### src/rtl/fetch_sequencer.sv
// Fetch sequencer: owns the fetch PC, runs the req/ack handshake with instruction memory
// and hands instructions to decode through an output register backed by a one-entry skid.
module fetch_sequencer #(
  parameter logic [31:0] RESET_VECTOR = 32'h0000_0000,
  parameter logic [31:0] EXC_VECTOR   = 32'h0000_0080
) (
  input  logic        clk,
  input  logic        rst_n,
  input  logic        stall,
  input  logic        redirect_valid,
  input  logic [31:0] redirect_target,
  input  logic        exc_valid,
  output logic        imem_req,
  output logic [31:0] imem_addr,
  input  logic        imem_ack,
  input  logic [31:0] imem_data,
  output logic        instr_valid,
  output logic [31:0] instr,
  output logic [31:0] instr_pc,
  output logic [31:0] pc_result
);

  typedef enum logic [1:0] {StBoot, StIssue, StWait} state_e;

  state_e      state_q, state_d;
  logic [31:0] pc_q, pc_d;
  logic        req_q, req_d;
  logic [31:0] addr_q, addr_d;
  logic        drop_q, drop_d;
  logic        out_valid_q, out_valid_d;
  logic [31:0] out_instr_q, out_instr_d;
  logic [31:0] out_pc_q, out_pc_d;
  logic        skid_valid_q, skid_valid_d;
  logic [31:0] skid_instr_q, skid_instr_d;
  logic [31:0] skid_pc_q, skid_pc_d;

  logic        flush;
  logic        complete;
  logic        deliver;
  logic        consume;
  logic [31:0] redir_pc;

  assign flush    = exc_valid | redirect_valid;
  assign complete = req_q & imem_ack;
  // A completion is only handed on if it was not orphaned by an earlier or concurrent redirect.
  assign deliver  = complete & ~drop_q & ~flush;
  assign consume  = out_valid_q & ~stall;
  assign redir_pc = exc_valid ? EXC_VECTOR : {redirect_target[31:2], 2'b00};

  // Next-state logic for the fetch FSM, PC and the memory request.
  always_comb begin
    state_d = state_q;
    pc_d    = pc_q;
    req_d   = req_q;
    addr_d  = addr_q;
    drop_d  = drop_q;
    case (state_q)
      StBoot: state_d = StIssue;
      StIssue: begin
        // Hold off while the skid is occupied so at most two words are ever buffered.
        if (!flush && !skid_valid_q) begin
          req_d   = 1'b1;
          addr_d  = pc_q;
          state_d = StWait;
        end
      end
      StWait: begin
        if (complete) begin
          req_d   = 1'b0;
          drop_d  = 1'b0;
          state_d = StIssue;
          if (!drop_q && !flush) pc_d = pc_q + 32'd4;
        end else if (flush) begin
          // The bus forbids withdrawing the request; remember to discard its response.
          drop_d = 1'b1;
        end
      end
      default: state_d = StBoot;
    endcase
    if (flush) pc_d = redir_pc;
  end

  // Next-state logic for the output register and skid buffer.
  always_comb begin
    out_valid_d  = out_valid_q;
    out_instr_d  = out_instr_q;
    out_pc_d     = out_pc_q;
    skid_valid_d = skid_valid_q;
    skid_instr_d = skid_instr_q;
    skid_pc_d    = skid_pc_q;
    if (flush) begin
      out_valid_d  = 1'b0;
      skid_valid_d = 1'b0;
    end else if (consume) begin
      if (skid_valid_q) begin
        out_instr_d  = skid_instr_q;
        out_pc_d     = skid_pc_q;
        skid_valid_d = deliver;
        if (deliver) begin
          skid_instr_d = imem_data;
          skid_pc_d    = addr_q;
        end
      end else if (deliver) begin
        out_instr_d = imem_data;
        out_pc_d    = addr_q;
      end else begin
        out_valid_d = 1'b0;
      end
    end else if (deliver) begin
      if (!out_valid_q) begin
        out_valid_d = 1'b1;
        out_instr_d = imem_data;
        out_pc_d    = addr_q;
      end else begin
        skid_valid_d = 1'b1;
        skid_instr_d = imem_data;
        skid_pc_d    = addr_q;
      end
    end
  end

  // State registers; reset abandons any transaction in flight.
  always_ff @(posedge clk or negedge rst_n) begin
    if (!rst_n) begin
      state_q      <= StBoot;
      pc_q         <= RESET_VECTOR;
      req_q        <= 1'b0;
      addr_q       <= '0;
      drop_q       <= 1'b0;
      out_valid_q  <= 1'b0;
      out_instr_q  <= '0;
      out_pc_q     <= '0;
      skid_valid_q <= 1'b0;
      skid_instr_q <= '0;
      skid_pc_q    <= '0;
    end else begin
      state_q      <= state_d;
      pc_q         <= pc_d;
      req_q        <= req_d;
      addr_q       <= addr_d;
      drop_q       <= drop_d;
      out_valid_q  <= out_valid_d;
      out_instr_q  <= out_instr_d;
      out_pc_q     <= out_pc_d;
      skid_valid_q <= skid_valid_d;
      skid_instr_q <= skid_instr_d;
      skid_pc_q    <= skid_pc_d;
    end
  end

  assign imem_req    = req_q;
  assign imem_addr   = addr_q;
  assign instr_valid = out_valid_q;
  assign instr       = out_instr_q;
  assign instr_pc    = out_pc_q;
  assign pc_result   = pc_q;

endmodule

### config.mk
export PLATFORM = sky130hd
export DESIGN_NAME = fetch_sequencer
export DESIGN_NICKNAME = d
export VERILOG_FILES = /design/src/rtl/fetch_sequencer.sv
export SDC_FILE = /design/constraint.sdc
export NUM_CORES = 1
export LEC_CHECK = 0
export ABC_CLOCK_PERIOD_IN_PS = 2000
export CORE_MARGIN = 3
export CORE_UTILIZATION = 47
export CTS_BUF_LIST = sky130_fd_sc_hd__clkbuf_2
export DETAILED_ROUTE_END_ITERATION = 6
export HOLD_SLACK_MARGIN = 0.06
export PLACE_DENSITY = 0.79
export SKIP_CTS_REPAIR_TIMING = 1
export SYNTH_ARGS = -nofsm -noshare
export SYNTH_HDL_FRONTEND = slang
export SYNTH_SLANG_ARGS = --single-unit
### constraint.sdc
create_clock -name clk -period 2 [get_ports clk]
set_input_delay 0.4 -clock clk [delete_from_list [all_inputs] [get_ports clk]]
set_output_delay 0.4 -clock clk [all_outputs]
set_load 0.005 [all_outputs]
# == After elaboration in Yosys (flattened, before gate mapping) ==
# Index checks and enable logic that the tools add are counted.
# word_totals
ff_bits,198
inputBits,70
output_inout_bits,130
word_cells,93
# op_classes
add_sub_neg,1
eq_ne,8
n_mux,41
n_bitwise,8
reduce_logical,24
# op_table
cell,n
$mux W32,23
$add A32 B3 Y32 const B,1
$mux W1,14
$reduce_bool A2 Y1,7
$reduce_and A3 Y1,3
$reduce_and A2 Y1,4
$reduce_and A4 Y1,2
$ne A2 B2 Y1 const B,3
$ne A3 B3 Y1 const B,2
$pmux W2 S3,1
$reduce_bool A3 Y1,2
$and A1 B1 Y1,4
$mux W2,2
$logic_not A1 Y1,3
$not A1 Y1,3
$eq A2 B1 Y1 const B,1
$eq A2 B2 Y1 const B,1
$logic_and A1 B1 Y1,2
$logic_not A2 Y1,1
$ne A2 B1 Y1 const B,1
$pmux W1 S2,1
$or A1 B1 Y1,1

# == Depth between registers and ports, before layout ==
# Gate-level depths: netlist of run 1.
# depth
depth_word,7
mapped_depth,7
ltp_nobuf,5

# == Worst setup path after synthesis of run 1 ==
# Ideal clock, no wire load.
# synth_path
kind,input-to-reg
startpoint,input redirect_valid
endpoint,"register addr_q[20], in the netlist imem_addr[20]"
setup_time_ns,0.128
arrival_ns,1.890
required_time_ns,1.872
slack_ns,-0.018
stages,6
path_buffers,3
cell_sequence,clkbuf_1 -> or2_1 -> or4b_1 -> clkbuf_1 -> buf_2 -> mux2_1
# synth_between
elab_chain_cells,4
# synth_lines
element,line_no,source
"start, declared",10,"input logic redirect_valid,"
$or A1 B1 Y1,43,assign flush = exc_valid | redirect_valid;
$logic_not A1 Y1,61,if (!flush && !skid_valid_q) begin
$logic_and A1 B1 Y1,61,
$reduce_and A2 Y1 (no source line),n/a,
"end signal, assigned",140,addr_q <= addr_d;
"end, declared",28,"logic [31:0] addr_q, addr_d;"
# No other way between the ends.
# A chain may end at the register's enable or synchronous reset.

# == Worst setup path in the final report of run 1 ==
# layout_path
startpoint,"register pc_q[5], in the netlist pc_result[5]"
endpoint,"register pc_q[31], in the netlist pc_result[31]"
# layout_between
elab_chain_cells,5
# layout_lines
element,line_no,source
"start, declared",26,"logic [31:0] pc_q, pc_d;"
"start signal, assigned",138,pc_q <= pc_d;
$add A32 B3 Y32,72,if (!drop_q && !flush) pc_d = pc_q + 32'd4;
$mux W32,72,
$mux W32,68,if (complete) begin
$mux W32,57,case (state_q)
$mux W32,80,if (flush) pc_d = redir_pc;
# No other way between the ends. The select of a mux whose other input is x is not followed.

==> results of run 1 <==
through the flow:
stage | util [%] | area, um2 | cells | power, uW
floorplan | - | 8510 | 742 | 6860
global placement | 65.4 | 11400 | 1197 | 9410
detailed placement | 65.4 | 11400 | 1197 | 9570
CTS | 66.8 | 11700 | 1229 | 11600
global route | 72.9 | 12700 | 1319 | 12700
finish | 72.9 | 12700 | 1320 | 11900
cell type report:
type | instances | area, um2
clock inverters | 13 | 161
repair buffers | 371 | 3860
flip-flops and latches | 190 | 4770
diodes | 1 | 2.50
fillers | 1139 | 4730
clock buffers | 19 | 95.1
multi-input cells | 498 | 3570
well taps | 225 | 282
inverters | 3 | 11.3
report_power, final:
part | internal [uW] | switching, uW | leakage [uW]
clock | 717 | 1280 | 0.000161
sequential | 4850 | 645 | 0.00242
combinational | 2760 | 1680 | 0.00484
logic make-up (layout without fill, tap and decap cells):
kind of cell / Yosys count / after routing / synth area share [%]
buf+inv: 54 / 406 / 2.91
other cells: 1 / 7 / 0.0442
simple gates: 196 / 196 / 11.0
flops: 190 / 190 / 56.0
xor+xnor: 13 / 13 / 1.34
compound gates: 126 / 126 / 8.75
fa+ha+maj: 1 / 1 / 0.147
mux: 156 / 156 / 19.8
critical path, delay by kind of cell (launching register included):
family,cells,cell delay [ns]
buffers and inverters,1,0.14
AND/OR/NAND/NOR,5,1.37
flip-flops,1,0.45
metal layers:
layer  vias to the layer above  global-route usage (%)
li1                       3326                       -
met1                      3570                    31.0
met2                       323                    36.0
met3                        38                    4.92
met4                         0                    6.07
met5                         -                       0
placed cells by master, fill, tap and decap left out, types with 17 or more instances in the layout:
cell type and count:
a21oi_1 78, mux2_2 72, clkdlybuf4s50_1 66, dfrtp_1 181, nand2_1 40, nand3_1 17, clkbuf_2 24, dlymetal6s2s_1 119
nor2_1 82, buf_12 21, mux2i_1 64, buf_4 144, mux2_1 20
path summary, 6_finish.rpt:
check / endpoint / slack (ns) / cells after the start
setup reg to reg: pc_result[31] / -0.04 / 6
min in group clk: pc_result[8] / 0.17 / 3
hold / removal: pc_result[23] / 0.14 / 2
hold reg to reg: skid_instr_q[17] / 0.52 / 1
setup / recovery: pc_result[31] / -0.04 / 6
max in group asynchronous: skid_instr_q[16] / 1.20 / 3
registers in the layout (all words and copies together), names as in the netlist, 2 cells and up:
register      flops
skid_instr_q     32
skid_pc_q        30
state_q           2
imem_addr        30
instr_pc         30
pc_result        30
instr            32
==> impl_metrics.tcl, run 1 <==
set metrics [dict create \
    outcome "finished, violations left" \
    violations "negative setup slack" \
    crit_chain "buf_4, and3_4, nand2_2, or4_4, or4_1, nand3_1" \
    rsz0062_at_grt "true" \
    wl_met2_um 11900 \
    grt_max_degree 54 \
    fp.dieH_um 140 \
    async_flop_share_pct 100 \
    grt.overflow.total 0 \
    fin_crit_sh_pct 102 \
    dp_hpwl_um 16400 \
    crit_type "reg2reg" \
    timing.final.ws_setup_ns -0.0442 \
    port_buffers 191 \
    setup-tns-final_ns -0.0457 \
    wl_per_cell_um 18.3 \
    die_area_mm2 0.0197 \
    avgViaCountPerCell 5.50 \
    period_needed_ns 2.04 \
    slew_headroom_pct 66.5 \
    met3_wirelength_um 1720 \
    ctsLongestPathBuffers 2 \
    synth_commonest_cells "190 x dfrtp_1, 82 x nor2_1, 78 x a21oi_1" \
    critPathSlowestCell "or4_4" \
    syn_inst 737 \
    synth-edff-count 0 \
    grt_pass1_vias 6795 \
    hold_class "in2async" \
    start_util_pct 48.5 \
    worstReg2RegStart "pc_result[5]" \
    crit_path_start_kind "flop" \
    cts_root_buffer "clkbuf_2" \
    synth_top_cell_area_share_pct 56.0 \
    synthTopCellsByArea "dfrtp_1 56%, mux2_2 9.6%, mux2i_1 7.6%, a21oi_1 4.6%, nor2_1 3.6%" \
    worstMarginPinSlew_ns 0.503 \
    max_freq_mhz 489 \
    crit_path_end_kind "flop" \
    grt_pass1_wl_um 35400 \
    syn_area_mm2 0.00848 \
    finClkSkew_ns 0.0365 \
    num_rows 48 \
    finalMaxSlewViolations 0 \
    p_leak_uw 0.00742 \
    cp_data_arrival_time_ns 2.70 \
    wl_met1_um 10200 \
    hold_viol 0 \
    core_mm2 0.0175 \
    groute.usage.overall_pct 22.4 \
    finalSetupViolCount 2 \
    drt-total-wl_um 24200 \
    cts_buffers 17 \
    clk_pin_slew_ns 0.27 \
    critPathRequiredTime_ns 2.66 \
    slowest_delay_ns 0.57 \
    synth_seq_cells 190 \
    synth_area_per_cell_um2 11.5 \
    startpoint "pc_result[5]" \
    nets 1152 \
    yosys_warnings 0 \
    yosysMostFrequentCell "dfrtp_1" \
    place_ws_ns -0.357 \
    top_layer "met4" \
    drive_above_1_share_pct 28.9 \
    cts_tree "yes" \
    drtIter0Drc 455 \
    yosysTopAreaCell "dfrtp_1" \
    cp_max_fo 4 \
    htreeDepth 4 \
    power.density_mw_per_mm2 936 \
    drv_cap 0 \
    die_x_um 140 \
    io_pins 200 \
    yosys_most_used_dff "dfrtp_1" \
    route.detailed.drc 0 \
    num_vias 7257 \
    peakVddDrop_mv 0.555 \
    seq_area_frac_synth_pct 56.0 \
    syn_to_final_growth_pct 50.3 \
    antenna_found_initial 0 \
    cts_sinks 190 \
    insertion_delay_ns 0.73 \
    holdWs_ns 0.141 \
    ant_nets 0 \
    drtPass1Iterations 5 \
    ys_types 57 \
    gp_congestion 0.905 \
]
Note: power is estimated with default switching activity, not from simulation.
==> run 2: changes to the inputs <==
Settings changed: TNS_END_PERCENT from default to 5.
==> impl_metrics.tcl, run 2 (same netlist as run 1, synthesis figures left out) <==
set metrics [dict create \
    wl_per_cell_um 18.5 \
    insertion_delay_ns 0.72 \
    use_met2_pct 36.0 \
    syn_to_final_growth_pct 44.3 \
    ctsLongestPathBuffers 2 \
    grt_use_met3_pct 4.92 \
    cp_max_fo 4 \
    io_pins 200 \
    mostFrequentLayoutCell "dfrtp_1" \
    drt-total-wl_um 23100 \
    reg2reg_depth 6 \
    groute.usage.overall_pct 22.4 \
    critPathRequiredTime_ns 2.65 \
    multiInputGateArea_mm2 0.00357 \
    stdcell_count 1251 \
    max_freq_mhz 484 \
    critPathSlowestCell "or4_4" \
    hold_viol 0 \
    crit_type "reg2reg" \
    die_x_um 140 \
    worstReg2RegStart "pc_result[5]" \
    grtUsageMet1_pct 31.0 \
    cp_data_arrival_time_ns 2.72 \
    ant_nets 0 \
    fillers 1237 \
    violations "negative setup slack" \
    worst_r2r_endpoint "pc_result[31]" \
    die_area_mm2 0.0197 \
    startpoint "pc_result[5]" \
    avgViaCountPerCell 5.51 \
    power.density_mw_per_mm2 918 \
    fin_crit_sh_pct 103 \
    cts_buffers 17 \
    cts_sinks 190 \
    gp_congestion 0.905 \
    setup-tns-final_ns -0.0673 \
    slowest_delay_ns 0.58 \
    crit_path_end_kind "flop" \
    finalMaxSlewViolations 0 \
    clk_pin_slew_ns 0.27 \
    num_rows 48 \
    layout_common_cells "182 x dfrtp_1, 120 x dlymetal6s2s_1, 82 x nor2_1, 78 x a21oi_1" \
    grt_busiest_layer "met2" \
    slew_headroom_pct 67.0 \
    route.detailed.drc 0 \
    drv_cap 0 \
    num_vias 6899 \
    dp_cells 1197 \
    nets 1083 \
    drtIter0Drc 486 \
    outcome "finished, violations left" \
    final_core_util_pct 70.0 \
    peakVddDrop_mv 0.523 \
    antenna_found_initial 0 \
    period_needed_ns 2.07 \
    crit_chain "buf_4, and3_4, nand2_1, or4_4, or4_1, nand3_1" \
    finalSetupViolCount 1 \
    seq_area_mm2 0.00476 \
    worstMarginPinSlew_ns 0.490 \
    port_buffers 191 \
    crit_path_start_kind "flop" \
    cts_root_buffer "clkbuf_2" \
    core_mm2 0.0175 \
    start_util_pct 48.5 \
    grt_pass1_vias 6795 \
    cts_tree "yes" \
    grt_pass1_wl_um 35400 \
    drtPass1Iterations 5 \
    finClkSkew_ns 0.0350 \
    drive_above_1_share_pct 23.6 \
    fp.dieH_um 140 \
    p_leak_uw 0.00709 \
    r2r_setup_slack_ns -0.07 \
    timing.final.ws_setup_ns -0.0673 \
    holdWs_ns 0.152 \
    grt.overflow.total 0 \
    crit_end "pc_result[31]" \
    hold_class "in2async" \
    htreeDepth 4 \
    rsz0062_at_grt "true" \
    grt_max_degree 54 \
    total_power_uw 11200 \
    dp_hpwl_um 16400 \
]
run 2: critical path: cells and delay by family (launching register included):
kind / cells / cell delay [ns]
simple gates: 5 / 1.44
buf+inv: 1 / 0.13
flops: 1 / 0.43
run 2: final cells by class:
cell class	instances	share of cell area, %
Timing Repair Buffer	302	27.4
Inverter	3	0.0920
Clock buffer	19	0.777
Antenna cell	1	0.0204
Sequential cell	190	38.9
Multi-Input combinational cell	498	29.1
Clock inverter	13	1.32
Tap cell	225	2.30
run 2: how the worst min path moves through the flow:
stage                          endpoint  slack [ns]  cells after the start
final                     pc_result[20]        0.15                      2
after global routing      pc_result[23]        0.07                      2
after CTS                 pc_result[29]       -0.48                      1
after detailed placement  pc_result[29]        0.41                      1
after global placement    pc_result[29]        0.41                      1
after floorplan                  drop_q        0.10                      0
run 2: power by group:
part	switching (uW)	internal [uW]
Clock	1280	717
Combinational	1470	2260
Sequential	668	4850
run 2: metal layers:
metal  part of all wire [%]  up-vias
li1                       -     3186
met1                     43     3372
met2                     48      299
met3                    7.5       42
met4                    1.6        0
met5                      0        -
run 2: through the flow:
step / area (um2) / worst slack, ns
floorplan: 8510 / 0.00654
global placement: 11400 / -0.346
detailed placement: 11400 / -0.357
CTS: 11700 / -0.426
global route: 12200 / -0.130
finish: 12200 / -0.0673
==> run 3: changes to the inputs <==
==> constraint.sdc (replaced) <==
create_clock -name clk -period 2 [get_ports clk]
set_input_delay 0.5 -clock clk [delete_from_list [all_inputs] [get_ports clk]]
set_output_delay 0.5 -clock clk [all_outputs]
set_load 0.005 [all_outputs]
==> impl_metrics.tcl, run 3 (same netlist as run 1, synthesis figures left out) <==
set metrics [dict create \
    outcome "finished, violations left" \
    violations "negative setup slack" \
    nets 1108 \
    htreeDepth 4 \
    rsz0062_at_grt "true" \
    dp_cells 1191 \
    start_util_pct 48.5 \
    cts_root_buffer "clkbuf_2" \
    stdcell_count 1275 \
    cts_tree "yes" \
    io_pins 200 \
    critPathRequiredTime_ns 2.69 \
    ant_nets 0 \
    diodes 0 \
    reg2reg_depth 6 \
    fp.dieH_um 140 \
    clk_pin_slew_ns 0.27 \
    power.density_mw_per_mm2 919 \
    crit_type "reg2reg" \
    groute.usage.overall_pct 22.2 \
    syn_to_final_growth_pct 43.0 \
    drv_cap 0 \
    startpoint "pc_result[8]" \
    p_leak_uw 0.00669 \
    max_freq_mhz 488 \
    cp_max_fo 4 \
    port_buffers 191 \
    drive_above_1_share_pct 28.7 \
    num_rows 48 \
    crit_end "pc_result[31]" \
    fin_crit_sh_pct 103 \
    final_cell_area_mm2 0.0121 \
    gp_congestion 0.926 \
    dp_hpwl_um 16000 \
    grt_pass1_vias 6726 \
    finClkSkew_ns 0.0370 \
    crit_path_start_kind "flop" \
    antenna_found_initial 0 \
    ctsLongestPathBuffers 2 \
    num_vias 6953 \
    die_area_mm2 0.0197 \
    mostFrequentLayoutCell "dfrtp_1" \
    period_needed_ns 2.05 \
    cp_data_arrival_time_ns 2.74 \
    insertion_delay_ns 0.73 \
    drt-total-wl_um 23100 \
    finalSetupViolCount 2 \
    crit_path_end_kind "flop" \
    core_mm2 0.0175 \
    drtPass1Iterations 5 \
    grt.overflow.total 0 \
    hold_viol 0 \
    die_x_um 140 \
    peakVddDrop_mv 0.516 \
    drtIter0Drc 504 \
    final_core_util_pct 69.4 \
    setup-tns-final_ns -0.0671 \
    worst_r2r_endpoint "pc_result[31]" \
    grt_pass1_wl_um 35200 \
    r2r_setup_slack_ns -0.05 \
    worstReg2RegStart "pc_result[8]" \
    holdWs_ns 0.200 \
    avgViaCountPerCell 5.45 \
    wl_per_cell_um 18.1 \
    grt_max_degree 45 \
    finalMaxSlewViolations 0 \
    cts_buffers 17 \
    route.detailed.drc 0 \
    post_dp_cell_area_mm2 0.0113 \
    timing.final.ws_setup_ns -0.0501 \
    layout_common_cells "181 x dfrtp_1, 94 x buf_4, 85 x dlymetal6s2s_1, 82 x nor2_1, 78 x a21oi_1" \
    cts_sinks 190 \
    hold_class "in2async" \
]
## run 3: cell types whose count changed in the layout (fill, tap and decap cells not counted), moves of 2 or more
cell,before,now
and3_1,3,5
and3_4,2,0
buf_12,21,18
buf_4,72,94
buf_6,17,25
clkbuf_2,23,54
clkinv_1,1,3
clkinvlp_4,0,3
dlymetal6s2s_1,120,85
nor3_1,7,5
nor3_2,1,3
## run 3: stage by stage
step                setup WS [ns]  total power (uW)
floorplan                 -0.0449              6870
global placement           -0.427              9370
detailed placement         -0.441              9540
CTS                        -0.509             11400
global route               -0.124             11900
finish                    -0.0501             11100
## run 3: area by class of cell
class	instances	area, um2
Fill cell	1264	5350
Multi-Input combinational cell	498	3560
Timing Repair Buffer	327	3280
Sequential cell	190	4770
Clock inverter	15	144
Tap cell	225	282
Clock buffer	17	85.1
Inverter	3	11.3
## run 3: worst max-delay path, cell delays in order (launching register included)
cell and delay, ns:
dfrtp_1 0.44, buf_4 0.11, and4_4 0.25, nand3_4 0.10
or4_4 0.52, or4_1 0.49, nand3_1 0.09
## run 3: metal layers
metal	vias to the layer above	share of wire [%]	GRT usage, %
met4	0	1.1	5.35
met1	3392	43	30.7
met2	302	49	36.3
li1	3233	-	-
met5	-	0	0
met3	26	6.6	4.68
## run 3: report_power, final
part           leakage, uW  internal, uW  switching [uW]
combinational      0.00414          2260            1520
clock             0.000133           563            1290
sequential         0.00242          4850             657
## run 3: how the worst min path moves through the flow
stage | from | endpoint | slack, ns | cells past startpoint
global route | rst_n | skid_instr_q[16] | 0.11 | 2
CTS | rst_n | skid_instr_q[21] | -0.44 | 1
global placement | rst_n | instr[21] | 0.45 | 1
detailed placement | rst_n | skid_instr_q[21] | 0.45 | 1
finish | rst_n | instr[16] | 0.20 | 2
floorplan | rst_n | drop_q | 0.20 | 0
